## src/rtl/serial_ripple_adder_pkg.sv

```systemverilog
`default_nettype none
// +--------------------------------------------------------------------------+
// | serial_add_pkg                                                           |
// | Shared state encoding, legal WIDTH range and counter sizing helper.      |
// | Revision: 1.0                                                            |
// +--------------------------------------------------------------------------+
package serial_add_pkg;

    typedef enum logic [1:0] {
        IDLE  = 2'd0,
        SHIFT = 2'd1,
        HOLD  = 2'd2
    } state_e;

    localparam int C_WIDTH_MIN = 1;
    localparam int C_WIDTH_MAX = 32;

    // Bit counter width; clamps out-of-range widths and never returns zero.
    function automatic int cnt_width(input int width);
        int w;
        w = width;
        if (w < C_WIDTH_MIN) w = C_WIDTH_MIN;
        if (w > C_WIDTH_MAX) w = C_WIDTH_MAX;
        return (w > 1) ? $clog2(w) : 1;
    endfunction

endpackage
`default_nettype wire

```

## src/rtl/serial_ripple_adder_if.sv

```systemverilog
`default_nettype none
// +--------------------------------------------------------------------------+
// | serial_ripple_adder_if                                                   |
// | Operand and result valid/ready handshakes of the bit-serial adder.       |
// | Revision: 1.0                                                            |
// +--------------------------------------------------------------------------+
interface serial_ripple_adder_if #(
    parameter int WIDTH = 8
);
    logic             in_valid;
    logic             in_ready;
    logic [WIDTH-1:0] a;
    logic [WIDTH-1:0] b;
    logic             cin;
    logic             res_valid;
    logic             res_ready;
    logic [WIDTH-1:0] sum;
    logic             cout;
    logic             ovf;

    modport master (
        output in_valid, a, b, cin, res_ready,
        input  in_ready, res_valid, sum, cout, ovf
    );

    modport slave (
        input  in_valid, a, b, cin, res_ready,
        output in_ready, res_valid, sum, cout, ovf
    );
endinterface
`default_nettype wire

```

## src/rtl/serial_ripple_adder_fa_cell.sv

```systemverilog
`default_nettype none
// +--------------------------------------------------------------------------+
// | serial_fa_cell                                                           |
// | Purely combinational one-bit full adder.                                 |
// | Revision: 1.0                                                            |
// +--------------------------------------------------------------------------+
module serial_fa_cell (
    input  wire logic a_i,
    input  wire logic b_i,
    input  wire logic c_i,
    output logic      s_o,
    output logic      co_o
);
    assign s_o  = a_i ^ b_i ^ c_i;
    assign co_o = (a_i & b_i) | (a_i & c_i) | (b_i & c_i);
endmodule
`default_nettype wire

```

## src/rtl/serial_ripple_adder.sv

```systemverilog
`default_nettype none
// +--------------------------------------------------------------------------+
// | serial_ripple_adder                                                      |
// | Bit-serial WIDTH-bit adder: one full-adder cell, one bit per clock.      |
// | Revision: 1.0                                                            |
// +--------------------------------------------------------------------------+
module serial_ripple_adder
    import serial_add_pkg::*;
#(
    parameter int WIDTH = 8
) (
    input  wire logic             clk,
    input  wire logic             rst_n,
    serial_ripple_adder_if.slave  bus
);
    localparam int CNT_W = cnt_width(WIDTH);

    state_e             state_q, state_d;
    logic [WIDTH-1:0]   a_sr_q, a_sr_d;
    logic [WIDTH-1:0]   b_sr_q, b_sr_d;
    logic [WIDTH-1:0]   sum_sr_q, sum_sr_d;
    logic [WIDTH-1:0]   sum_q, sum_d;
    logic [CNT_W-1:0]   cnt_q, cnt_d;
    logic               carry_q, carry_d;
    logic               cout_q, cout_d;
    logic               ovf_q, ovf_d;

    logic               w_fa_s;
    logic               w_fa_c;
    logic               w_last;
    logic               w_accept;
    logic [WIDTH-1:0]   w_sum_shift;

    serial_fa_cell u_fa (
        .a_i  (a_sr_q[0]),
        .b_i  (b_sr_q[0]),
        .c_i  (carry_q),
        .s_o  (w_fa_s),
        .co_o (w_fa_c)
    );

    assign w_last   = (cnt_q == CNT_W'(WIDTH - 1));
    assign w_accept = (state_q == IDLE) && bus.in_valid;

    // The bit leaving sum_sr at position 0 is already superseded; only the
    // shifted word matters.
    if (WIDTH == 1) begin : g_w1
        assign w_sum_shift = w_fa_s;
        logic w_unused_sr;
        assign w_unused_sr = &{1'b0, sum_sr_q};
    end else begin : g_wn
        assign w_sum_shift = {w_fa_s, sum_sr_q[WIDTH-1:1]};
        logic w_unused_sr;
        assign w_unused_sr = &{1'b0, sum_sr_q[0]};
    end

    // ------------------------------------------------------------------
    // State register
    // ------------------------------------------------------------------
    always_ff @(posedge clk or negedge rst_n) begin
        if (!rst_n) begin
            state_q <= IDLE;
        end else begin
            state_q <= state_d;
        end
    end

    // ------------------------------------------------------------------
    // Next-state logic
    // ------------------------------------------------------------------
    always_comb begin
        state_d = state_q;
        case (state_q)
            IDLE:    if (bus.in_valid)  state_d = SHIFT;
            SHIFT:   if (w_last)        state_d = HOLD;
            HOLD:    if (bus.res_ready) state_d = IDLE;
            default:                    state_d = IDLE;
        endcase
    end

    // ------------------------------------------------------------------
    // Output decode: handshake flags come straight from the state register
    // ------------------------------------------------------------------
    always_comb begin
        bus.in_ready  = 1'b0;
        bus.res_valid = 1'b0;
        case (state_q)
            IDLE:    bus.in_ready  = 1'b1;
            HOLD:    bus.res_valid = 1'b1;
            default: ;
        endcase
    end

    assign bus.sum  = sum_q;
    assign bus.cout = cout_q;
    assign bus.ovf  = ovf_q;

    // ------------------------------------------------------------------
    // Datapath next values
    // ------------------------------------------------------------------
    always_comb begin
        a_sr_d   = a_sr_q;
        b_sr_d   = b_sr_q;
        sum_sr_d = sum_sr_q;
        sum_d    = sum_q;
        cnt_d    = cnt_q;
        carry_d  = carry_q;
        cout_d   = cout_q;
        ovf_d    = ovf_q;

        if (w_accept) begin
            a_sr_d   = bus.a;
            b_sr_d   = bus.b;
            sum_sr_d = '0;
            carry_d  = bus.cin;
            cnt_d    = '0;
        end else if (state_q == SHIFT) begin
            a_sr_d   = a_sr_q >> 1;
            b_sr_d   = b_sr_q >> 1;
            sum_sr_d = w_sum_shift;
            carry_d  = w_fa_c;
            if (w_last) begin
                // carry_q is still the carry into the MSB at this point.
                sum_d  = w_sum_shift;
                cout_d = w_fa_c;
                ovf_d  = carry_q ^ w_fa_c;
            end else begin
                cnt_d = cnt_q + 1'b1;
            end
        end
    end

    always_ff @(posedge clk or negedge rst_n) begin
        if (!rst_n) begin
            a_sr_q   <= '0;
            b_sr_q   <= '0;
            sum_sr_q <= '0;
            sum_q    <= '0;
            cnt_q    <= '0;
            carry_q  <= 1'b0;
            cout_q   <= 1'b0;
            ovf_q    <= 1'b0;
        end else begin
            a_sr_q   <= a_sr_d;
            b_sr_q   <= b_sr_d;
            sum_sr_q <= sum_sr_d;
            sum_q    <= sum_d;
            cnt_q    <= cnt_d;
            carry_q  <= carry_d;
            cout_q   <= cout_d;
            ovf_q    <= ovf_d;
        end
    end

endmodule
`default_nettype wire
```

## src/flat_wrapper.sv

```systemverilog
// flat-port wrapper written by rule: the top's interface ports become plain ports
module serial_ripple_adder_flat import serial_add_pkg::*;
#(
    parameter int WIDTH = 8
)
  (clk, rst_n, bus_in_valid, bus_a, bus_b, bus_cin, bus_res_ready, bus_in_ready, bus_res_valid, bus_sum, bus_cout, bus_ovf);
  serial_ripple_adder_if #(.WIDTH(WIDTH)) bus_i ();
  input  wire logic clk;
  input  wire logic rst_n;
  input wire logic [$bits(bus_i.in_valid)-1:0] bus_in_valid;
  input wire logic [$bits(bus_i.a)-1:0] bus_a;
  input wire logic [$bits(bus_i.b)-1:0] bus_b;
  input wire logic [$bits(bus_i.cin)-1:0] bus_cin;
  input wire logic [$bits(bus_i.res_ready)-1:0] bus_res_ready;
  output wire logic [$bits(bus_i.in_ready)-1:0] bus_in_ready;
  output wire logic [$bits(bus_i.res_valid)-1:0] bus_res_valid;
  output wire logic [$bits(bus_i.sum)-1:0] bus_sum;
  output wire logic [$bits(bus_i.cout)-1:0] bus_cout;
  output wire logic [$bits(bus_i.ovf)-1:0] bus_ovf;
  assign bus_i.in_valid = bus_in_valid;
  assign bus_i.a = bus_a;
  assign bus_i.b = bus_b;
  assign bus_i.cin = bus_cin;
  assign bus_i.res_ready = bus_res_ready;
  assign bus_in_ready = bus_i.in_ready;
  assign bus_res_valid = bus_i.res_valid;
  assign bus_sum = bus_i.sum;
  assign bus_cout = bus_i.cout;
  assign bus_ovf = bus_i.ovf;
  serial_ripple_adder #(.WIDTH(WIDTH)) u_core (.clk(clk), .rst_n(rst_n), .bus(bus_i));
endmodule
```

## config.mk

```make
export PLATFORM = sky130hd
export DESIGN_NAME = serial_ripple_adder_flat
export DESIGN_NICKNAME = d
export VERILOG_FILES = /design/src/rtl/serial_ripple_adder_pkg.sv /design/src/rtl/serial_ripple_adder_if.sv /design/src/rtl/serial_ripple_adder_fa_cell.sv /design/src/rtl/serial_ripple_adder.sv /design/src/flat_wrapper.sv
export SDC_FILE = /design/constraint.sdc
export NUM_CORES = 1
export LEC_CHECK = 0
export BUFFER_PORTS_ARGS = -buffer_cell sky130_fd_sc_hd__buf_2
export CAP_MARGIN = 10
export CORE_UTILIZATION = 51
export CTS_BUF_LIST = sky130_fd_sc_hd__clkbuf_8
export DETAILED_ROUTE_END_ITERATION = 10
export GPL_ROUTABILITY_DRIVEN = 1
export MAX_ROUTING_LAYER = met4
export PLACE_DENSITY = 0.84
export RECOVER_POWER = 25
export SETUP_SLACK_MARGIN = 0.3
export SKIP_CTS_REPAIR_TIMING = 1
export SLEW_MARGIN = 10
export SYNTH_ARGS = -nofsm -noshare
export SYNTH_HDL_FRONTEND = slang
export SYNTH_SLANG_ARGS = --single-unit
```

## constraint.sdc

```tcl
create_clock -name clk -period 1.64 [get_ports clk]
set_clock_uncertainty 0.05 [all_clocks]
set_input_delay 0 -clock clk [delete_from_list [all_inputs] [get_ports clk]]
set_output_delay 0 -clock clk [all_outputs]
set_load 0.01 [all_outputs]
```

# After elaboration in Yosys (flattened, before gate mapping)
# Cells that the tools add are included.
# totals
input_bits	21
register_bits	40
out_inout_bits	12
elab_cells	49
# op_classes
n_reduce_logical	6
n_bitwise	9
n_addsub	1
eq_ne	7
muxes	17
# op_table
cell	count
$mux W8	6
$mux W3	3
$mux W2	3
$ne A2 B2 Y1 const B	3
$pmux W2 S3	1
$reduce_and A3 Y1	2
$mux W1	4
$add A3 B1 Y3 const B	1
$and A1 B1 Y1	3
$eq A3 B3 Y1 const B	1
$xor A1 B1 Y1	3
$eq A2 B1 Y1 const B	1
$eq A2 B2 Y1 const B	1
$logic_not A2 Y1	1
$ne A2 B1 Y1 const B	1
$or A1 B1 Y1	2
$reduce_and A2 Y1	1
$reduce_bool A2 Y1	1
$logic_and A1 B1 Y1	1
$not A1 Y1	1

# Depth between registers and ports, before layout
# Gate-level depths: netlist of the first run.
# logic_depth
word_depth	5
ltp_mapped	6
mapped_depth_nobuf	5

# Hierarchy
# A second synthesis of the first run with hierarchy kept.
# hier_totals
cells_unflattened	131
area_unflattened_um2	1773.0
# by_module_without_submodules
mod	area_per_inst_um2	cells_each	instances
serial_ripple_adder	1752.9	130	1
serial_fa_cell	20.0	1	1

# Least setup slack after synthesis of the first run
# No wires, ideal clock.
# synth_path
kind	reg2reg
startpoint	register u_core.cnt_q[0]
endpoint	register u_core.cout_q (netlist: u_core.bus.cout)
setup_slack_ps	67
n_path_buf	1
synth_period_minus_slack_ps	1573
stages_incl_launch_ff	6
setup_ps	125
t_arrival_ps	1398
required_time_ps	1465
path_cell_list	dfrtp_1 -> ha_1 -> ha_1 -> nand3b_2 -> buf_6 -> mux2_4
# synth_between
elab_chain_cells	2
# synth_lines
element	line	text
start, declared	serial_ripple_adder.sv:23	logic [CNT_W-1:0] cnt_q, cnt_d;
start signal, assigned	serial_ripple_adder.sv:148	cnt_q <= cnt_d;
$eq A3 B3 Y1	serial_ripple_adder.sv:42	assign w_last = (cnt_q == CNT_W'(WIDTH - 1));
$reduce_and A3 Y1 (no source line)	n/a	
end signal, assigned	serial_ripple_adder.sv:150	cout_q <= cout_d;
end, declared	serial_ripple_adder.sv:25	logic cout_q, cout_d;
# No other way between the ends.
# A chain may end at the register's enable or synchronous reset.

# Worst setup path in the final report of the first run
# layout_path
startpoint	register u_core.cnt_q[0]
endpoint	register u_core.sum_q[7] (netlist: u_core.bus.sum[7])
# layout_between
elab_chain_cells	2
# layout_lines
element	line	text
$eq A3 B3 Y1	serial_ripple_adder.sv:42	
$reduce_and A3 Y1 (no source line)	n/a	
end signal, assigned	serial_ripple_adder.sv:147	sum_q <= sum_d;
end, declared	serial_ripple_adder.sv:22	logic [WIDTH-1:0] sum_q, sum_d;
# No other way between the ends.

==> summary.md, run 1 <==
| Metric | Value |
|---|---|
| Status | finished, violations left |
| Failing checks | hold timing |
| Die Y | 59.8 microns |
| Initial core utilization | 54.9% |
| Top delay family on crit path | adder cells |
| Post-synth EDFFs | 0 |
| Hpwl dp | 2360 microns |
| Worst hold slack | -0.0302 ns |
| TritonCTS Buffers | 5 |
| WP depth | 4 |
| Worst VDD drop | 0.000905 V |
| Primary FF master, synth | dfrtp_1 |
| Vias in the first global route | 1233 |
| Layout net count | 215 |
| CP Data Required Time | 1.77 ns |
| CP startpoint kind | flop |
| Diodes inserted | 0 |
| Pwr Density | 1870 mW/mm^2 |
| Clock tree buffer depth | 2 |
| Final setup TNS | 0 ns |
| Yosys warning count | 0 |
| Root Buffer | clkbuf_8 |
| RSZ-0062 raised after global routing | true |
| Cell type with the largest total area after synthesis | dfrtp_1 |
| Cells after Synth | 137 |
| Crit path arrival time | 1.57 ns |
| Drt drc | 0 |
| CP Max Fanout | 8 |
| Dpl ws | 0.107 ns |
| Drt wl/cell | 16.8 microns |
| Die Wd | 59.8 microns |
| Slew HR | 36.6% |
| Global-route wire length before repair | 5460 microns |
| Area Overhead vs Synth | 29.6% |
| Iter 0 DRT Violations | 67 |
| Slew of the pin with the lowest slew margin | 0.950 ns |
| R2r setup slk | 0.20 ns |
| Post-route minimum period | 1.44 ns |
| Most area-consuming cells after synthesis | dfrtp_1, o22ai_1, mux2_4, a22o_1, a21oi_1 |
| CTS tree | yes |
| All-Layer GR Usage | 22.0% |
| Synth Cell Area | 0.00170 sq mm |
| Hold Crit Class | input pin to flop |
| I/O Pins | 33 |
| Most common cell in the netlist | dfrtp_1 |
| Sink Count | 39 |
| Max-slew violation count | 0 |
| Worst Slack Setup Final | 0.198 ns |
| R2R cell count | 4 |
| Max stage delay on crit path | 0.38 ns |
| Post-route ant nets | 0 |
| H-Tree Depth | 2 |
| Slowest CP cell | dfrtp_1 |
| Layout cells sized above 1 | 32.3% |
| Std cell rows | 20 |
| Final Hold Vio Count | 6 |
| 1st-pass router iterations | 5 |
| CP endpoint kind | flop |
| Clock transition at the registers of the reported paths | 0.07 ns |
| Via Count | 1375 |
| Hold Crit Depth | 3 |
| Critical path class | flop to flop |
| Die ar. | 0.00357 sq mm |
| Ys async rst share | 100% |
| Top cell type's share of synthesized area | 57.3% |
| Initial antenna violation count | 0 |
| Post-synth cell types | 27 |
| Critical-path cell list | ha_2 > ha_4 > nand3b_4 > mux2_4 |
| Post-synth top cells | dfrtp_1, o22ai_1, a21oi_1 |
| GRT overflow | 0 |
| Vias per cell | 5.83 |
| Post-Syn Nets | 161 |
| Static leakage | 0.00102 uW |
| Largest net degree at the start of global routing | 40 |
| Core Box Area | 0.00310 sq mm |
| Synth Area per Inst | 12.4 sq um |
| Final period util | 87.9% |
| Worst path bufs/invs | 0 |
| Sequential area share after synthesis | 57.3% |
| Fmax | 0.693 GHz |
| Post-Route WL | 3960 microns |
| #FFs+latches synth | 39 |
| Clk_lat worst skew | 0.29 ns |
| IO buf count | 32 |
| Final Setup Violations | 0 |
| Placer congestion estimate | 0.744 |
| MaxCap Viol Count | 0 |
## final timing paths
kind | endpoint | start
max in group asynchronous | u_core.state_q[0] | rst_n
min in group asynchronous | u_core.sum_sr_q[3] | rst_n
hold reg to reg | u_core.bus.ovf | u_core.bus.ovf
setup reg to reg | u_core.bus.sum[7] | u_core.cnt_q[0]
hold / removal | u_core.b_sr_q[6] | bus_b[6]
setup / recovery | u_core.bus.sum[7] | u_core.cnt_q[0]
## cells by family (layout without fill, tap and decap cells)
kind of cell / count (synthesis) / in the layout / share of synthesized area [%]
muxes: 9 / 9 / 7.49
adders and majority gates: 3 / 3 / 2.64
buffers and inverters: 12 / 66 / 4.19
DFF: 39 / 39 / 57.3
AOI/OAI and AO/OA: 59 / 59 / 23.4
xor gates and xnor gates: 1 / 1 / 0.514
and+or+nand+nor: 14 / 15 / 4.48
## cell usage in the layout, fill, tap and decap left out, drive strengths merged
master       instances
nand2b               3
dfrtp               39
nand3b               2
fa                   1
o31ai                1
nand2                2
xnor2                1
a21oi               11
mux2                 9
o21ai                4
a32o                 1
nor3                 1
o2bb2ai              3
nor2                 6
a2bb2oi              6
a22oi                2
clkinv               3
buf                 33
dlygate4sd3         12
inv                  2
a22o                 7
nor2b                1
o22ai               24
ha                   2
clkbuf              16
## routing by layer
metal,vias to the layer above,GRT usage (%),wire length (microns)
met3,12,7.14,165
li1,637,-,-
met4,0,6.98,97
met2,48,36.2,2000
met1,678,25.5,1690
met5,-,-,0
## state kept, by name (all words and copies together) (netlist names)
register	cells
u_core.bus.cout	1
u_core.a_sr_q	8
u_core.sum_sr_q	7
u_core.cnt_q	3
u_core.carry_q	1
u_core.bus.ovf	1
u_core.bus.sum	8
u_core.b_sr_q	8
u_core.state_q	2
## power by group
group          internal [uW]  leakage, uW  switching [uW]  total (uW)
registers               1400     0.000476             368        1770
logic                    932     0.000492             804        1740
clock network            291    0.0000477             325         615
## through the flow
| step | instances | hold slack (ns) | instance area (sq um) | total power (uW) | util (%) |
|---|---|---|---|---|---|
| after floorplan | 137 | -0.346 | 1730 | 2880 | - |
| after global placement | 206 | 0.0782 | 1900 | 3140 | 61.3 |
| after detailed placement | 206 | 0.104 | 1900 | 3280 | 61.3 |
| after CTS | 214 | -0.216 | 1980 | 3890 | 64.0 |
| after global routing | 236 | -0.0157 | 2210 | 4380 | 71.1 |
| final | 236 | -0.0302 | 2210 | 4120 | 71.1 |
## layout make-up
type / instances / area (sq um)
Sequential cell: 39 / 978
Timing Repair Buffer: 56 / 369
Clock buffer: 5 / 68.8
Tap cell: 44 / 55.1
Fill cell: 224 / 896
Clock inverter: 3 / 15.0
Multi-Input combinational cell: 87 / 711
Inverter: 2 / 10.0
## tightest hold or removal path: cells and delay by family
family                 cells  cell delay, ns
AO/OA/AOI/OAI              2            0.17
buffers and inverters      1            0.10
Note: power is estimated with default switching activity, not from simulation.
==> inputs of run 2 (changes only) <==
--- a/config.mk
+++ b/config.mk
@@ -7,12 +7,13 @@
 export LEC_CHECK = 0
 export BUFFER_PORTS_ARGS = -buffer_cell sky130_fd_sc_hd__buf_2
 export CAP_MARGIN = 10
-export CORE_UTILIZATION = 51
+export CORE_ASPECT_RATIO = 1.5
+export CORE_UTILIZATION = 56
 export CTS_BUF_LIST = sky130_fd_sc_hd__clkbuf_8
 export DETAILED_ROUTE_END_ITERATION = 10
 export GPL_ROUTABILITY_DRIVEN = 1
 export MAX_ROUTING_LAYER = met4
-export PLACE_DENSITY = 0.84
+export PLACE_DENSITY = 0.81
 export RECOVER_POWER = 25
 export SETUP_SLACK_MARGIN = 0.3
 export SKIP_CTS_REPAIR_TIMING = 1
==> constraint.sdc (replaced) <==
create_clock -name clk -period 1.61 [get_ports clk]
set_clock_uncertainty 0.05 [all_clocks]
set_input_delay 0 -clock clk [delete_from_list [all_inputs] [get_ports clk]]
set_output_delay 0 -clock clk [all_outputs]
set_load 0.01 [all_outputs]
==> run 2 against run 1 <==
Effect of this change: the run still ends with hold timing left; final cell count fell by 5.1%; sequential power barely moved; core utilization rose by 2.9 points; die area fell by 8.5%; clock power rose by 7.6%; hold slack got worse by 0.0031 ns; total power rose by 1.1%; critical path depth did not move; flip-flop and latch count did not move.
==> summary.md, run 2 (synthesis results as in run 1) <==
| Metric | Value |
|---|---|
| Status | finished, violations left |
| Failing checks | hold timing |
| I/O Pins | 33 (unchanged) |
| Drt drc | 0 (unchanged) |
| Via Count | 1368 (-0.51%) |
| CTS tree | yes |
| Slew HR | 37.0% (+0.31 points) |
| H-Tree Depth | 2 (unchanged) |
| Clock tree buffer depth | 2 (unchanged) |
| Clock transition at the registers of the reported paths | 0.07 ns (about the same) |
| Iter 0 DRT Violations | 44 (-34%) |
| Max stage delay on crit path | 0.40 ns (+0.02 ns) |
| Final setup TNS | 0 ns (unchanged) |
| MaxCap Viol Count | 0 (unchanged) |
| Final Cell Area | 0.00216 sq mm (-2.3%) |
| CP Max Fanout | 7 (-1) |
| Core Box Area | 0.00291 sq mm (-6.1%) |
| Area Overhead vs Synth | 26.6% |
| Max-slew violation count | 0 (unchanged) |
| CP endpoint kind | flop |
| GRT overflow | 0 (unchanged) |
| Diodes inserted | 0 (unchanged) |
| Initial core utilization | 58.5% (+3.6 points) |
| TritonCTS Buffers | 5 (unchanged) |
| Clk_lat worst skew | 0.29 ns (about the same) |
| Worst path bufs/invs | 0 (unchanged) |
| RSZ-0062 raised after global routing | true |
| Root Buffer | clkbuf_8 |
| Top delay family on crit path | adder cells |
| Tot Pwr | 4170 uW (+1.1%) |
| Layout net count | 209 (-2.8%) |
| Final period util | 91.6% (+3.7 points) |
| Placed Area | 0.00191 sq mm (+0.46%) |
| Worst VDD drop | 0.00115 V (+27%) |
| Slew of the pin with the lowest slew margin | 0.946 ns (-0.00458 ns) |
| Static leakage | 0.00103 uW (+0.95%) |
| R2R cell count | 4 (unchanged) |
| Global-route wire length before repair | 5670 microns (+3.9%) |
| Vias per cell | 6.11 (+4.8%) |
| Die Wd | 47.0 microns (-21%) |
| Non-Filler Instances | 224 (-5.1%) |
| Hold Crit Class | input pin to flop |
| Initial antenna violation count | 0 (unchanged) |
| Drt wl/cell | 16.6 microns (-0.88%) |
| Placer congestion estimate | 0.735 (-1.1%) |
| Fmax | 0.678 GHz (-2.2%) |
| Most frequent cells in the layout | dfrtp_1, buf_2, o22ai_1, a21oi_1, mux2_4 |
| R2r setup slk | 0.13 ns (-0.06 ns) |
| Vias in the first global route | 1239 (+0.49%) |
| Die ar. | 0.00327 sq mm (-8.5%) |
| IO buf count | 32 (unchanged) |
| Worst hold slack | -0.0333 ns (-0.00307 ns) |
| All-Layer GR Usage | 24.9% (+2.9 points) |
| Largest net degree at the start of global routing | 40 (unchanged) |
| Post-Route WL | 3720 microns (-5.9%) |
| CP Data Required Time | 1.74 ns (-0.03 ns) |
| CP startpoint kind | flop |
| Std cell rows | 24 (+20%) |
| Commonest non-fill, non-tap cell in the layout | dfrtp_1 |
| Final Setup Violations | 0 (unchanged) |
| Critical-path cell list | ha_2 > ha_4 > nand3b_4 > mux2_4 |
| Final Hold Vio Count | 9 (+3) |
| Pwr Density | 1930 mW/mm^2 (+3.5%) |
| Hold Crit Depth | 3 (unchanged) |
| Slowest CP cell | dfrtp_1 |
| WP depth | 4 (unchanged) |
| Sink Count | 39 (unchanged) |
| Placed cells | 203 (-1.5%) |
| 1st-pass router iterations | 4 (-1) |
| Crit path arrival time | 1.61 ns (+0.04 ns) |
| Die Y | 69.5 microns (+16%) |
| Post-route minimum period | 1.48 ns (+0.0332 ns) |
| Hpwl dp | 2350 microns (-0.54%) |
| Layout cells sized above 1 | 39.5% (+7.2 points) |
| Post-route ant nets | 0 (unchanged) |
| Critical path class | flop to flop |
-- run 2: changes by cell type in the layout (fill, tap and decap cells not counted), moves of 2 or more --
cell / previous run / this run
buf_6: 3 / 1
buf_2: 21 / 33
dlygate4sd3_1: 12 / 7
nand2b_2: 0 / 2
clkbuf_1: 10 / 0
clkinv_2: 3 / 1
nand2b_1: 3 / 1
-- run 2: layout make-up --
| cell class | instances | area (sq um) |
|---|---|---|
| Sequential cell | 39 | 978 |
| Fill cell | 208 | 757 |
| Multi-Input combinational cell | 87 | 722 |
| Timing Repair Buffer | 50 | 312 |
| Clock buffer | 6 | 82.6 |
| Tap cell | 39 | 48.8 |
| Inverter | 2 | 7.51 |
| Clock inverter | 1 | 5.00 |
-- run 2: final timing paths --
check / start / endpoint
setup / recovery: u_core.cnt_q[1] / u_core.bus.sum[5]
setup reg to reg: u_core.cnt_q[1] / u_core.bus.sum[5]
max in group asynchronous: rst_n / u_core.state_q[1]
min in group asynchronous: rst_n / u_core.bus.sum[2]
hold / removal: bus_b[4] / u_core.b_sr_q[4]
hold reg to reg: u_core.bus.ovf / u_core.bus.ovf
-- run 2: tightest hold or removal path: cells and delay by family --
family | cells | cell delay [ns]
AOI/OAI and AO/OA | 2 | 0.19
buffers and inverters | 1 | 0.08
-- run 2: report_power, final --
part           internal (uW)  switching, uW  total (uW)
Clock                    336            326         662
Sequential              1420            355        1780
Combinational            941            788        1730
Total                   2700           1470        4170
-- run 2: per-layer routing --
layer / GRT usage (%) / wire length (microns) / vias up
met5: - / 0 / -
met1: 30.5 / 1550 / 695
met3: 5.47 / 125 / 11
met2: 38.9 / 1960 / 39
li1: - / - / 623
met4: 10.2 / 95 / 0
-- run 2: metrics by stage --
stage,util (%),hold slack (ns),worst slack (ns)
finish,74.0,-0.0333,0.134
global route,74.0,0.00325,0.0656
CTS,68.6,-0.290,0.0561
detailed placement,65.5,0.0264,0.0730
global placement,65.5,0.0207,0.145
floorplan,-,-0.346,0.171
